`src/rtl/conv2_ctrl.sv`:
```
// conv2 sequencer: walks the 10x10 output grid and 5x5 kernel, drives S2/weight reads,
// MAC clear/enable and F4 writes. Optional address-generation stall: CONV2_CTRL_HOLD_EN.
module conv2_ctrl #(
  parameter int IN_W     = 14,
  parameter int OUT_W    = 10,
  parameter int K        = 5,
  parameter int PIPE_LAT = 4
) (
  input  logic       clk,
  input  logic       rst_n,
  input  logic       start,
  output logic [7:0] s2_raddr,
  output logic [4:0] w_raddr,
  output logic       mac_clr,
  output logic       mac_en,
  output logic       f4_we,
  output logic [6:0] f4_waddr,
  output logic       busy,
  output logic       done
`ifdef CONV2_CTRL_HOLD_EN
  ,
  input  logic       hold
`endif
);

  // state | meaning
  // IDLE  | waiting for start
  // RUN   | one kernel tap issued per cycle
  // DRAIN | taps finished, waiting for the final F4 write
  typedef enum logic [1:0] {IDLE, RUN, DRAIN} state_t;

  localparam int KW = $clog2(K);
  localparam int OW = $clog2(OUT_W);

  state_t        state;
  logic [KW-1:0] kx, ky;
  logic [OW-1:0] ox, oy;
  logic [7:0]    line_base, pix_base, row_base;
  logic [6:0]    pix_idx;

  logic [PIPE_LAT-1:0] we_dl;
  logic [6:0]          addr_dl [PIPE_LAT];

  logic stall;
`ifdef CONV2_CTRL_HOLD_EN
  assign stall = hold;
`else
  assign stall = 1'b0;
`endif

  logic adv, first_tap, last_tap, kx_end, ky_end, ox_end, oy_end;
  assign adv       = (state == RUN) && !stall;
  assign kx_end    = (kx == KW'(K - 1));
  assign ky_end    = (ky == KW'(K - 1));
  assign ox_end    = (ox == OW'(OUT_W - 1));
  assign oy_end    = (oy == OW'(OUT_W - 1));
  assign first_tap = (kx == '0) && (ky == '0);
  assign last_tap  = kx_end && ky_end;

  always_ff @(posedge clk or negedge rst_n) begin
    if (!rst_n) begin
      state     <= IDLE;
      kx        <= '0;
      ky        <= '0;
      ox        <= '0;
      oy        <= '0;
      line_base <= '0;
      pix_base  <= '0;
      row_base  <= '0;
      pix_idx   <= '0;
      s2_raddr  <= '0;
      w_raddr   <= '0;
      mac_clr   <= 1'b0;
      mac_en    <= 1'b0;
      f4_we     <= 1'b0;
      f4_waddr  <= '0;
      busy      <= 1'b0;
      done      <= 1'b0;
      we_dl     <= '0;
      for (int i = 0; i < PIPE_LAT; i++) addr_dl[i] <= '0;
    end else begin
      // Read data arrives one cycle after the address, so MAC strobes lag by one.
      mac_en  <= adv;
      mac_clr <= adv && first_tap;

      // The datapath pipeline cannot stall, so this line shifts every cycle.
      we_dl[0]   <= adv && last_tap;
      addr_dl[0] <= pix_idx;
      for (int i = 1; i < PIPE_LAT; i++) begin
        we_dl[i]   <= we_dl[i-1];
        addr_dl[i] <= addr_dl[i-1];
      end
      f4_we <= we_dl[PIPE_LAT-1];
      if (we_dl[PIPE_LAT-1]) f4_waddr <= addr_dl[PIPE_LAT-1];
      done <= we_dl[PIPE_LAT-1] && (addr_dl[PIPE_LAT-1] == 7'(OUT_W * OUT_W - 1));

      case (state)
        IDLE: begin
          if (start) begin
            state <= RUN;
            busy  <= 1'b1;
          end
        end
        RUN: begin
          if (!stall) begin
            w_raddr <= last_tap ? 5'd0 : w_raddr + 5'd1;
            if (!kx_end) begin
              kx       <= kx + 1'b1;
              s2_raddr <= s2_raddr + 8'd1;
            end else if (!ky_end) begin
              kx       <= '0;
              ky       <= ky + 1'b1;
              row_base <= row_base + 8'(IN_W);
              s2_raddr <= row_base + 8'(IN_W);
            end else if (!ox_end) begin
              kx       <= '0;
              ky       <= '0;
              ox       <= ox + 1'b1;
              pix_base <= pix_base + 8'd1;
              row_base <= pix_base + 8'd1;
              s2_raddr <= pix_base + 8'd1;
              pix_idx  <= pix_idx + 7'd1;
            end else if (!oy_end) begin
              kx        <= '0;
              ky        <= '0;
              ox        <= '0;
              oy        <= oy + 1'b1;
              line_base <= line_base + 8'(IN_W);
              pix_base  <= line_base + 8'(IN_W);
              row_base  <= line_base + 8'(IN_W);
              s2_raddr  <= line_base + 8'(IN_W);
              pix_idx   <= pix_idx + 7'd1;
            end else begin
              // Final tap: rewind everything so the next run starts from zero.
              kx        <= '0;
              ky        <= '0;
              ox        <= '0;
              oy        <= '0;
              line_base <= '0;
              pix_base  <= '0;
              row_base  <= '0;
              s2_raddr  <= '0;
              pix_idx   <= '0;
              state     <= DRAIN;
            end
          end
        end
        DRAIN: begin
          if (done) begin
            state <= IDLE;
            busy  <= 1'b0;
          end
        end
        default: state <= IDLE;
      endcase
    end
  end

endmodule
```
`config.mk`:
```
export PLATFORM = sky130hd
export DESIGN_NAME = conv2_ctrl
export DESIGN_NICKNAME = d
export VERILOG_FILES = /design/src/rtl/conv2_ctrl.sv
export SDC_FILE = /design/constraint.sdc
export NUM_CORES = 1
export LEC_CHECK = 0
export CAP_MARGIN = 15
export CORE_MARGIN = 3
export CORE_UTILIZATION = 35
export CTS_CLUSTER_DIAMETER = 60
export CTS_CLUSTER_SIZE = 25
export DETAILED_ROUTE_END_ITERATION = 8
export GPL_ROUTABILITY_DRIVEN = 0
export HOLD_SLACK_MARGIN = 0.08
export REMOVE_ABC_BUFFERS = 1
export SYNTH_ARGS = -nofsm -noshare
export SYNTH_HDL_FRONTEND = slang
export SYNTH_SLANG_ARGS = --single-unit
export TNS_END_PERCENT = 1
```
`constraint.sdc`:
```
create_clock -name clk -period 2.41 [get_ports clk]
set_input_delay 0.482 -clock clk [delete_from_list [all_inputs] [get_ports clk]]
set_output_delay 0.482 -clock clk [all_outputs]
set_load 0.02 [all_outputs]
```
* Word-level counts from Yosys, hierarchy flattened *
Index checks and enable logic that the tools add are counted.

operators by class
  multiplexer cells = 21
  reductions and logical operators = 14
  equal/unequal tests = 13
  $add $sub $neg = 10

operator list
  kind                                                  number
  2-to-1 mux 8 bit                                      4
  adder 8 x 1 -> 8 bit (second input constant)          2
  adder 8 x 4 -> 8 bit (second input constant)          2
  2-to-1 mux 7 bit                                      2
  2-to-1 mux 2 bit                                      6
  adder 4 x 1 -> 4 bit (second input constant)          2
  equality test 4 bit (second input constant)           2
  2-to-1 mux 4 bit                                      2
  != test 2 x 1 -> 1 bit (second input constant)        4
  adder 7 x 1 -> 7 bit (second input constant)          1
  equality test 7 bit (second input constant)           1
  adder 3 x 1 -> 3 bit (second input constant)          2
  equality test 3 bit (second input constant)           2
  zero test 3 bit                                       2
  2-to-1 mux 3 bit                                      2
  one-hot mux 2 bit (3 select lines)                    1
  AND reduction 3 bit                                   2
  AND reduction 6 bit                                   1
  adder 5 x 1 -> 5 bit (second input constant)          1
  logical AND 1 bit                                     5
  2-to-1 mux 5 bit                                      1
  != test 2 bit (second input constant)                 2
  AND reduction 4 bit                                   1
  equality test 2 x 1 -> 1 bit (second input constant)  1
  6 further kinds                                       7

storage, ports and cells
  flip-flop bits (word level) = 104
  output and inout port bits = 25
  logic and storage cells = 80
  input port bits = 3

* Logic depth before layout (Yosys ltp) *
Gate-level depths: netlist of the first run.

  word-level depth = 6
  gate-level depth with buffers = 10
  gate-level depth less buffers = 7

* Worst setup path before layout of the first run *
No wires, ideal clock.

  kind = reg-to-reg
  from = register kx[0]
  to = register pix_idx[6]
  data arrival time = 1.630 ns
  buffers on the path = 2
  cell stages (with the launch flop) = 9
  path slack = 0.702 ns
  library setup time = 0.077 ns
  data required time = 2.333 ns
  period minus slack after synthesis = 1.708 ns
  cell sequence = dfrtp_1 inv_1 ha_1 buf_2 and4b_1 buf_4 nand4_2 or3_1 a21oi_1

on the way
  longest elaborated chain between the ends = 2

ends and longest elaborated chain
  item                           line  RTL
  start: declaration             36    logic [KW-1:0] kx, ky;
  start signal: assignment       108   kx <= kx + 1'b1;
  equality test 3 bit            53    assign kx_end = (kx == KW'(K - 1));
  AND reduction 3 bit (no line)  n/a
  end signal: assignment         122   pix_idx <= pix_idx + 7'd1;
  end signal: assignment         132   pix_idx <= pix_idx + 7'd1;
  end: declaration               39    logic [6:0] pix_idx;

Every way passes these cells.
A chain may end at the register's enable or synchronous reset.

* Worst setup path in the final report of the first run *
  from = register kx[0]
  to = register ox[2]

on the way
  longest elaborated chain between the ends = 2

ends and longest elaborated chain
  item                           line  RTL
  equality test 3 bit            53
  AND reduction 3 bit (no line)  n/a
  end signal: assignment         118   ox <= ox + 1'b1;
  end: declaration               37    logic [OW-1:0] ox, oy;

Every way passes these cells.

==> impl_metrics.py, run 1 <==
metrics = {
    "synthesis": {
        "synth_top_cell_area_share": 0.572,
        "yosysWarningCount": 0,
        "seq_area_frac_synth": 0.572,
        "synthTopCellsByCount": "dfrtp_1, o21ai_0, nand2_1",
        "synthArstFlopShare": 1.00,
        "synth_cell_types": 60,
        "syn-cell-area_mm2": 0.00455,
        "synthCells": 419,
        "yosys.area.top_type": "dfrtp_1",
        "synth-main-ff-cell": "dfrtp_1",
        "synth-seq-cells": 104,
        "avgSynthCellArea_um2": 10.9,
        "yosysMostFrequentCell": "dfrtp_1",
        "synth-edff-count": 0,
        "synthTopCellsByArea": "dfrtp_1, o21ai_0, nand2_1",
    },
    "grt": {
        "grt_usage": 0.141,
        "antenna_found_initial": 0,
        "grt_pass1_wl_mm": 16.2,
        "grt_overflow": 0,
        "grt_max_degree": 46,
        "grt_pass1_vias": 3275,
    },
    "place": {
        "dpl.hpwl_mm": 6.79,
        "dp_cells": 616,
        "placement.io_buffers": 27,
    },
    "detailed_routing": {
        "vias": 3262,
        "drt_iter0_markers": 232,
        "drt_pass1_iterations": 5,
        "routed_via_density": 5.16,
        "wl_per_cell_um": 15.0,
        "route.detailed.drc": 0,
        "routed_wl_mm": 9.46,
        "antenna_left": 0,
    },
    "finish": {
        "area_delta_synth_final_pct": 18.8,
        "instances_no_fill": 632,
        "drive_gt1_frac": 0.111,
        "nets": 468,
        "diodes": 0,
    },
    "worst_setup_path": {
        "end_kind": "flop",
        "crit_chain": "inv_1 > ha_1 > and4b_1 > buf_4 > nand2_2 > inv_2 > buf_4 > nand3_1 > xnor2_1",
        "reg2reg_depth": 9,
        "arrival_ns": 2.28,
        "required_ns": 2.64,
        "worstPathMaxFanout": 17,
        "cpMaxStageDelayCell": "dfrtp_1",
        "worstSetupPathType": "flop to flop",
        "crit_top_cell": "buf_4",
        "worst_setup_path_start_kind": "flop",
        "slowest_delay_ns": 0.39,
    },
    "floorplanning": {
        "die_area_mm2": 0.0144,
        "num_io_pins": 28,
        "start_util": 0.359,
        "die_w_um": 120,
        "rows": 41,
        "coreArea_mm2": 0.0127,
        "die_height_um": 120,
    },
    "clock_network": {
        "worstSkewPairLatency_ns": 0.35,
        "clk_pin_slew_ns": 0.07,
        "cts_max_path_buffers": 2,
        "cts_resized": 0,
        "root_buffer": "clkbuf_16",
        "cts_tree": "built",
        "cts_setup_buffers": 0,
        "hold_buffers": 0,
        "cts.htree.levels": 3,
        "clock_sinks": 104,
        "cts_buffers": 9,
    },
    "timing": {
        "maxSlewViolCount": 0,
        "tns_ns": 0,
        "max_freq_mhz": 489,
        "rsz0062_at_grt": "false",
        "max_slew_margin": 0.605,
        "setup_viol": 0,
        "period_minus_slack_ns": 2.04,
        "fin_crit_sh": 0.848,
        "tightestPinTransition_ns": 0.592,
        "finClkSkew_ns": 0.00585,
        "hold_viol": 0,
    },
    "power_and_ir_drop": {
        "p_leak_nw": 2.38,
        "p_int_mw": 3.51,
        "p_comb_frac": 0.262,
        "power_frac_seq": 0.446,
        "power_frac_clock": 0.292,
        "power.switching_mw": 1.73,
        "swShare": 0.330,
        "peakVddDrop_v": 0.000398,
        "p_per_area_mw_per_mm2": 971,
    },
    "hold_path": {
        "min_path_type": "primary input to asynchronous set/reset pin",
    },
    "flow_run": {
        "maxCapViolations": 0,
    },
    "outcome": {
        "status": "finished, final reports clean",
    },
}
-- power by group through the flow --
| stage | clock (mW) | sequential [mW] | combinational (mW) |
|---|---|---|---|
| after global placement | 0 | 2.36 | 1.38 |
| after global routing | 1.64 | 2.38 | 1.54 |
| after floorplan | 0 | 2.44 | 0.743 |
| final | 1.53 | 2.34 | 1.37 |
| after detailed placement | 0 | 2.37 | 1.38 |
| after CTS | 1.59 | 2.34 | 1.39 |
-- state kept, by name, summed over array words and instances, names as in the netlist --
signal and flops:
addr_dl 28, line_base 8, pix_base 8, row_base 8, s2_raddr 8, f4_waddr 7, pix_idx 7, w_raddr 5
ox 4, oy 4, we_dl 4, kx 3, ky 3, state 2, busy 1, done 1
f4_we 1, mac_clr 1, mac_en 1
-- critical path, delay by kind of cell (launching register included) --
kind                     cells  cell delay [ns]
buffers and inverters        4             0.71
flip-flops                   1             0.39
adder cells (fa/ha/maj)      1             0.29
AND/OR/NAND/NOR              3             0.41
XOR/XNOR                     1             0.13
-- path summary, 6_finish.rpt --
kind	end	start	slack [ns]
worst max-delay path	ox[2]$_DFFE_PN0P_	kx[0]$_DFFE_PN0P_	0.37
worst min-delay path	f4_waddr[2]$_DFFE_PN0P_	rst_n	0.13
min in group clk	addr_dl[2]$_DFF_PN0_	addr_dl[9]$_DFF_PN0_	0.34
max in group asynchronous	row_base[7]$_DFFE_PN0P_	rst_n	1.67
worst max register to register	ox[2]$_DFFE_PN0P_	kx[0]$_DFFE_PN0P_	0.37
worst min register to register	addr_dl[2]$_DFF_PN0_	addr_dl[9]$_DFF_PN0_	0.34
-- final cells by class --
cell class	count	area (µm²)
clock buffers	9	225
inverters	18	67.6
clock inverters	7	95.1
flip-flops and latches	104	2600
well taps	172	215
multi-input cells	282	1810
repair buffers	40	390
fillers	1218	7270
-- kinds of logic (layout without fill, tap and decap cells) --
group | count (synthesis) | count (layout) | share of synthesized area
fa+ha+maj | 10 | 10 | 0.0275
simple gates | 141 | 141 | 0.166
buf+inv | 33 | 74 | 0.0305
mux | 9 | 9 | 0.0220
compound gates | 102 | 102 | 0.143
flops | 104 | 104 | 0.572
xor+xnor | 20 | 20 | 0.0385
-- stage by stage --
stage,util,setup slack [ns],cell area [µm²],power (mW),hold slack (ns)
5_1_grt,0.426,0.200,5400,5.57,0.177
3_3_place_gp,0.401,0.424,5080,3.74,0.332
4_1_cts,0.426,0.364,5400,5.31,0.147
2_1_floorplan,-,0.272,4480,3.18,0.186
3_5_place_dp,0.401,0.376,5080,3.75,0.335
6_report,0.426,0.366,5400,5.25,0.134
-- layer usage --
layer  vias up  wire (µm)  part of all wire  GRT usage
met3        13        310             0.033     0.0363
met4         0        144             0.015     0.0472
met1      1623       4350              0.46      0.183
met2        59       4650              0.49      0.229
met5         -          0                 0          0
li1       1567          -                 -          -
-- cells in the final DEF (no fill, tap or decap), drive strengths merged, types with 6 or more instances in the layout --
cell type,Yosys,layout
a21oi,17,17
and2,6,6
buf,10,14
clkbuf,5,9
clkdlybuf4s50,0,26
dfrtp,104,104
ha,10,10
inv,17,21
mux2,8,8
nand2,41,41
nand3,21,21
nand4,9,9
nor2,18,18
nor3,12,12
nor4,6,6
o211ai,8,8
o21a,6,6
o21ai,41,41
xnor2,13,13
xor2,7,7
Note: power is estimated with default switching activity, not from simulation.
==> run 2: changes to the inputs <==
==> constraint.sdc (replaced) <==
create_clock -name clk -period 2 [get_ports clk]
set_input_delay 0.4 -clock clk [delete_from_list [all_inputs] [get_ports clk]]
set_output_delay 0.4 -clock clk [all_outputs]
set_load 0.02 [all_outputs]
==> impl_metrics.py, run 2 (same netlist as run 1, synthesis figures left out) <==
metrics = {
    "outcome": {
        "status": "finished, final reports clean",
    },
    "clock_network": {
        "root_buffer": "clkbuf_16",
        "cts_tree": "built",
        "cts_setup_buffers": 0,
        "cts.htree.levels": 3,
        "clk_pin_slew_ns": 0.07,
        "clock_sinks": 104,
        "worstSkewPairLatency_ns": 0.35,
        "cts_buffers": 9,
        "cts_max_path_buffers": 2,
    },
    "power_and_ir_drop": {
        "power.switching_mw": 2.12,
        "p_int_mw": 4.45,
        "power_frac_seq": 0.428,
        "peakVddDrop_v": 0.000490,
        "p_leak_nw": 2.46,
        "swShare": 0.323,
        "p_comb_frac": 0.277,
        "p_per_area_mw_per_mm2": 1190,
        "fin_total_pwr_mw": 6.57,
        "power_frac_clock": 0.295,
    },
    "timing": {
        "fin_crit_sh": 0.940,
        "max_freq_mhz": 532,
        "hold_viol": 0,
        "tns_ns": 0,
        "tightestPinTransition_ns": 0.579,
        "rsz0062_at_grt": "false",
        "maxSlewViolCount": 0,
        "max_slew_margin": 0.611,
        "whs_ns": 0.349,
        "period_minus_slack_ns": 1.88,
        "finClkSkew_ns": 0.00801,
        "setup_viol": 0,
    },
    "place": {
        "dp_cells": 628,
        "dpl.hpwl_mm": 7.04,
        "placement.io_buffers": 27,
    },
    "detailed_routing": {
        "drt_iter0_markers": 319,
        "drt_pass1_iterations": 5,
        "routed_via_density": 5.15,
        "wl_per_cell_um": 15.3,
        "antenna_left": 0,
        "routed_wl_mm": 9.86,
        "vias": 3323,
        "route.detailed.drc": 0,
    },
    "finish": {
        "instances_no_fill": 645,
        "drive_gt1_frac": 0.137,
        "layout_common_cells": "dfrtp_1, o21ai_0, nand2_1, clkdlybuf4s50_1, buf_4",
        "nets": 481,
        "top_register": "addr_dl",
        "fillers": 1195,
        "area_delta_synth_final_pct": 21.7,
        "final_common_cell": "dfrtp_1",
        "largest_reg_flops": 28,
        "diodes": 0,
    },
    "worst_setup_path": {
        "worstPathMaxFanout": 8,
        "r2r-start": "kx[0]$_DFFE_PN0P_",
        "end_kind": "flop",
        "arrival_ns": 2.11,
        "crit_family": "simple AND/OR/NAND/NOR gates",
        "cpMaxStageDelayCell": "dfrtp_1",
        "cp-startpoint": "kx[0]$_DFFE_PN0P_",
        "required_ns": 2.23,
        "slowest_delay_ns": 0.38,
        "crit_buf_inv": 2,
        "worst_setup_path_start_kind": "flop",
        "crit_chain": "inv_1 > ha_2 > and4b_2 > buf_4 > nand3_1 > o21bai_1 > a22o_1",
        "worstSetupPathType": "flop to flop",
    },
    "grt": {
        "antenna_found_initial": 0,
        "grt_overflow": 0,
        "grt_pass1_vias": 3222,
        "grt_max_degree": 38,
        "grt_pass1_wl_mm": 16.6,
        "grt_usage": 0.145,
    },
    "floorplanning": {
        "start_util": 0.359,
        "die_w_um": 120,
        "num_io_pins": 28,
        "rows": 41,
        "coreArea_mm2": 0.0127,
        "die_area_mm2": 0.0144,
        "die_height_um": 120,
    },
    "hold_path": {
        "holdCritStartpoint": "addr_dl[27]$_DFF_PN0_",
        "min_path_type": "flop to flop",
    },
    "flow_run": {
        "maxCapViolations": 0,
    },
}
## run 2: worst register-to-register path: cells and delay by family (launching register included)
| kind | cells | cell delay (ns) |
|---|---|---|
| buf+inv | 2 | 0.26 |
| compound gates | 2 | 0.42 |
| flops | 1 | 0.38 |
| simple gates | 2 | 0.49 |
| fa+ha+maj | 1 | 0.21 |
## run 2: path summary, 6_finish.rpt
| check | depth (start not counted) | to | slack (ns) |
|---|---|---|---|
| min reg2reg | 0 | addr_dl[20]$_DFF_PN0_ | 0.35 |
| min in group asynchronous | 2 | f4_waddr[3]$_DFFE_PN0P_ | 0.55 |
| max reg2reg | 7 | ox[3]$_DFFE_PN0P_ | 0.12 |
| max | 7 | ox[3]$_DFFE_PN0P_ | 0.12 |
| max in group asynchronous | 3 | pix_base[1]$_DFFE_PN0P_ | 0.89 |
| min | 0 | addr_dl[20]$_DFF_PN0_ | 0.35 |
## run 2: layer usage
| metal | vias to the layer above | GRT usage | routed length [µm] |
|---|---|---|---|
| met3 | 6 | 0.0325 | 306 |
| met1 | 1660 | 0.198 | 4630 |
| met4 | 0 | 0.0494 | 85 |
| met5 | - | 0 | 0 |
| met2 | 61 | 0.230 | 4840 |
| li1 | 1596 | - | - |
## run 2: through the flow
step / cell area, µm² / setup WS, ns / util
2_1_floorplan: 4480 / -0.138 / -
3_3_place_gp: 5170 / 0.0762 / 0.408
3_5_place_dp: 5170 / 0.0156 / 0.408
4_1_cts: 5520 / 0.0425 / 0.436
5_1_grt: 5530 / 0.00992 / 0.437
6_report: 5530 / 0.121 / 0.437
## run 2: cell type report
class | instances | area, µm² | area share
multi-input cells | 282 | 1820 | 0.329
clock buffers | 10 | 239 | 0.0432
inverters | 18 | 67.6 | 0.0122
clock inverters | 6 | 97.6 | 0.0176
flip-flops and latches | 104 | 2600 | 0.470
well taps | 172 | 215 | 0.0389
repair buffers | 53 | 490 | 0.0886
## run 2: power by group through the flow
stage          Combinational (mW)  Sequential (mW)  Clock, mW
2_1_floorplan               0.895             2.94          0
3_3_place_gp                 1.77             2.83          0
3_5_place_dp                 1.80             2.84          0
4_1_cts                      1.82             2.81       2.00
5_1_grt                      2.04             2.87       2.09
6_report                     1.82             2.81       1.94
## run 2: timing repair
item / in CTS / in global routing
resized for setup: 1 / 3
hold endpoints to repair: 35 / 0
cloned: 0 / 0
pin swaps: 0 / 1
setup endpoints to repair: 8 / 16
hold buffers: 1 / 0
==> patch (settings of run 2) <==
`PIPE_LAT`: 4 -> 8.
--- a/src/rtl/conv2_ctrl.sv
+++ b/src/rtl/conv2_ctrl.sv
@@ -5,5 +5,5 @@
   parameter int OUT_W    = 10,
   parameter int K        = 5,
-  parameter int PIPE_LAT = 4
+  parameter int PIPE_LAT = 8
 ) (
   input  logic       clk,
Formal check against the unedited RTL: no difference found for any inputs over 10 cycles, from zero or initial values and one cycle with rst_n low; that may be too few to reach the edited logic, so the function may still have changed.
==> patch against run 2 <==
- worst setup slack worse by 0.061 ns
- sequential cell count rose by 32
- power rose by 29%
- synthesized area rose by 17%
- fmax down 3.1%
- final area rose by 18%
- sequential power is 26% higher
- routed wire length grew 4.8%
- critical path type is now flop to output pin
==> patch: results <==
metrics = {
    "synthesis": {
        "synth_xor_area_share_pct": 4.937,
        "yosys.cell_types.count": 59,
        "synth_compound_area_share_pct": 10.51,
        "ys_top_cells_by_area": "dfrtp_1 (64%), nand2_1 (4.2%), o21ai_0 (3.6%), xor2_1 (2.6%), ha_1 (2.4%)",
        "synthAdderAreaFrac_pct": 2.351,
        "synth_commonest_cells": "dfrtp_1 (136), nand2_1 (60), o21ai_0 (38), nor2_1 (21), nand3_1 (18)",
        "synth.area.mux_share_pct": 2.092,
        "ys.warnings.count": 0,
        "synthArstFlopShare_pct": 100.0,
        "seq_area_frac_synth_pct": 63.94,
    },
    "cts": {
        "clock-root-buffer": "clkbuf_16",
        "htree_levels": 4,
        "clockBufferDepth": 2,
        "clkLatencyLatePin_ns": 0.41,
        "clk_pin_slew_ns": 0.06,
        "cts_inserted_buffers": 17,
    },
    "finish": {
        "n_fill_cell": 1321,
        "final_layout_size_suffix_gt1_share_pct": 13.81,
        "largest_reg_flops": 56,
        "antenna-diode-count": 0,
        "regMostFlops": "addr_dl",
        "nets": 514,
    },
    "global_route": {
        "grt_max_degree": 51,
        "antenna_found_initial": 0,
        "grt_pass1_wl_mm": 17.72,
        "grt_pass1_vias": 3530,
        "grt_usage_pct": 13.59,
    },
    "worst_hold_path": {
        "hp-class": "flop to flop",
    },
    "sta": {
        "tightestPinTransition_ns": 0.4485,
        "finClkSkew_ns": 0.005842,
    },
    "power": {
        "total_leakage_power_nw": 3.081,
        "vdd_drop_max_v": 0.0006358,
    },
    "route": {
        "drtAntennaViolNets": 0,
        "drt-pass1-iter-count": 4,
        "wire_per_inst_um": 14.80,
        "drtIter0Drc": 237,
        "via_per_inst": 4.953,
    },
    "critical_path": {
        "slowest_stage": "clkdlybuf4s50_1",
        "critPathTopFamily": "buffers and inverters",
        "cp_max_fo": 5,
        "critPathMaxStageDelay_ns": 0.66,
    },
    "place": {
        "dp_worst_setup_slack_ns": 0.07607,
        "portBuffers": 27,
        "hpwl_mm": 6.945,
    },
    "status": {
        "status": "complete, no violations",
    },
}
[patch: changes by cell type after synthesis, moves of 4 or more]
cell,run 2,this run
nor3_1,11,3
nor2_1,17,21
xor2_1,7,16
buf_2,9,5
dfrtp_1,104,136
nand2_1,40,60
nor2b_1,5,1
o21a_1,6,0
and2_1,6,2
[patch: per-stage QoR]
stage,utilization [%],power (mW),hold WS [ns],instance area [µm²],std cells
2_1_floorplan,-,4.665,0.1044,5249,432
6_report,44.53,8.477,0.3435,6545,698
5_1_grt,44.53,8.963,0.3509,6545,698
3_3_place_gp,40.29,5.366,0.3310,5922,663
3_5_place_dp,40.29,5.426,0.3347,5922,663
4_1_cts,44.39,8.573,0.3460,6525,696
[patch: logic make-up after synthesis]
group | count (synthesis)
AND/OR/NAND/NOR | 137
adder cells (fa/ha/maj) | 10
buffers and inverters | 32
multiplexers | 10
XOR/XNOR | 30
AO/OA/AOI/OAI | 90
flip-flops | 136
[patch: cell type report]
cell class / count / area, µm² / share of cell area (%)
repair buffers: 50 / 469.2 / 7.169
clock inverters: 10 / 120.1 / 1.835
multi-input cells: 277 / 1774 / 27.11
well taps: 184 / 230.2 / 3.517
inverters: 19 / 73.82 / 1.128
flip-flops and latches: 136 / 3403 / 52.00
clock buffers: 22 / 474.2 / 7.245
[patch: routing by layer]
metal	track usage, %	routed length [µm]
met4	6.609	210
met5	0	0
met3	3.462	344
met1	18.41	5012
met2	20.43	4761
[patch: final timing paths]
path,startpoint,slack [ns],cells past startpoint,endpoint
min in group asynchronous,rst_n,0.47,2,f4_waddr[4]
setup / recovery,s2_raddr[2],0.06,1,s2_raddr[2]
hold reg to reg,we_dl[3],0.34,0,we_dl[4]
max in group asynchronous,rst_n,0.91,3,addr_dl[55]
setup reg to reg,kx[0],0.14,7,row_base[4]
hold / removal,we_dl[3],0.34,0,we_dl[4]
[patch: where the power goes]
part           internal, mW  total (mW)  switching, mW
Clock                  1.93        3.09           1.15
Sequential             3.14        3.54          0.395
Combinational         0.845        1.85           1.01
[patch: timing repair]
item                       CTS  global route
pin swaps                    0             1
resized for setup            1             3
hold buffers                 1             0
buffers inserted             0             2
hold endpoints to repair    25             0
setup endpoints to repair    1             7
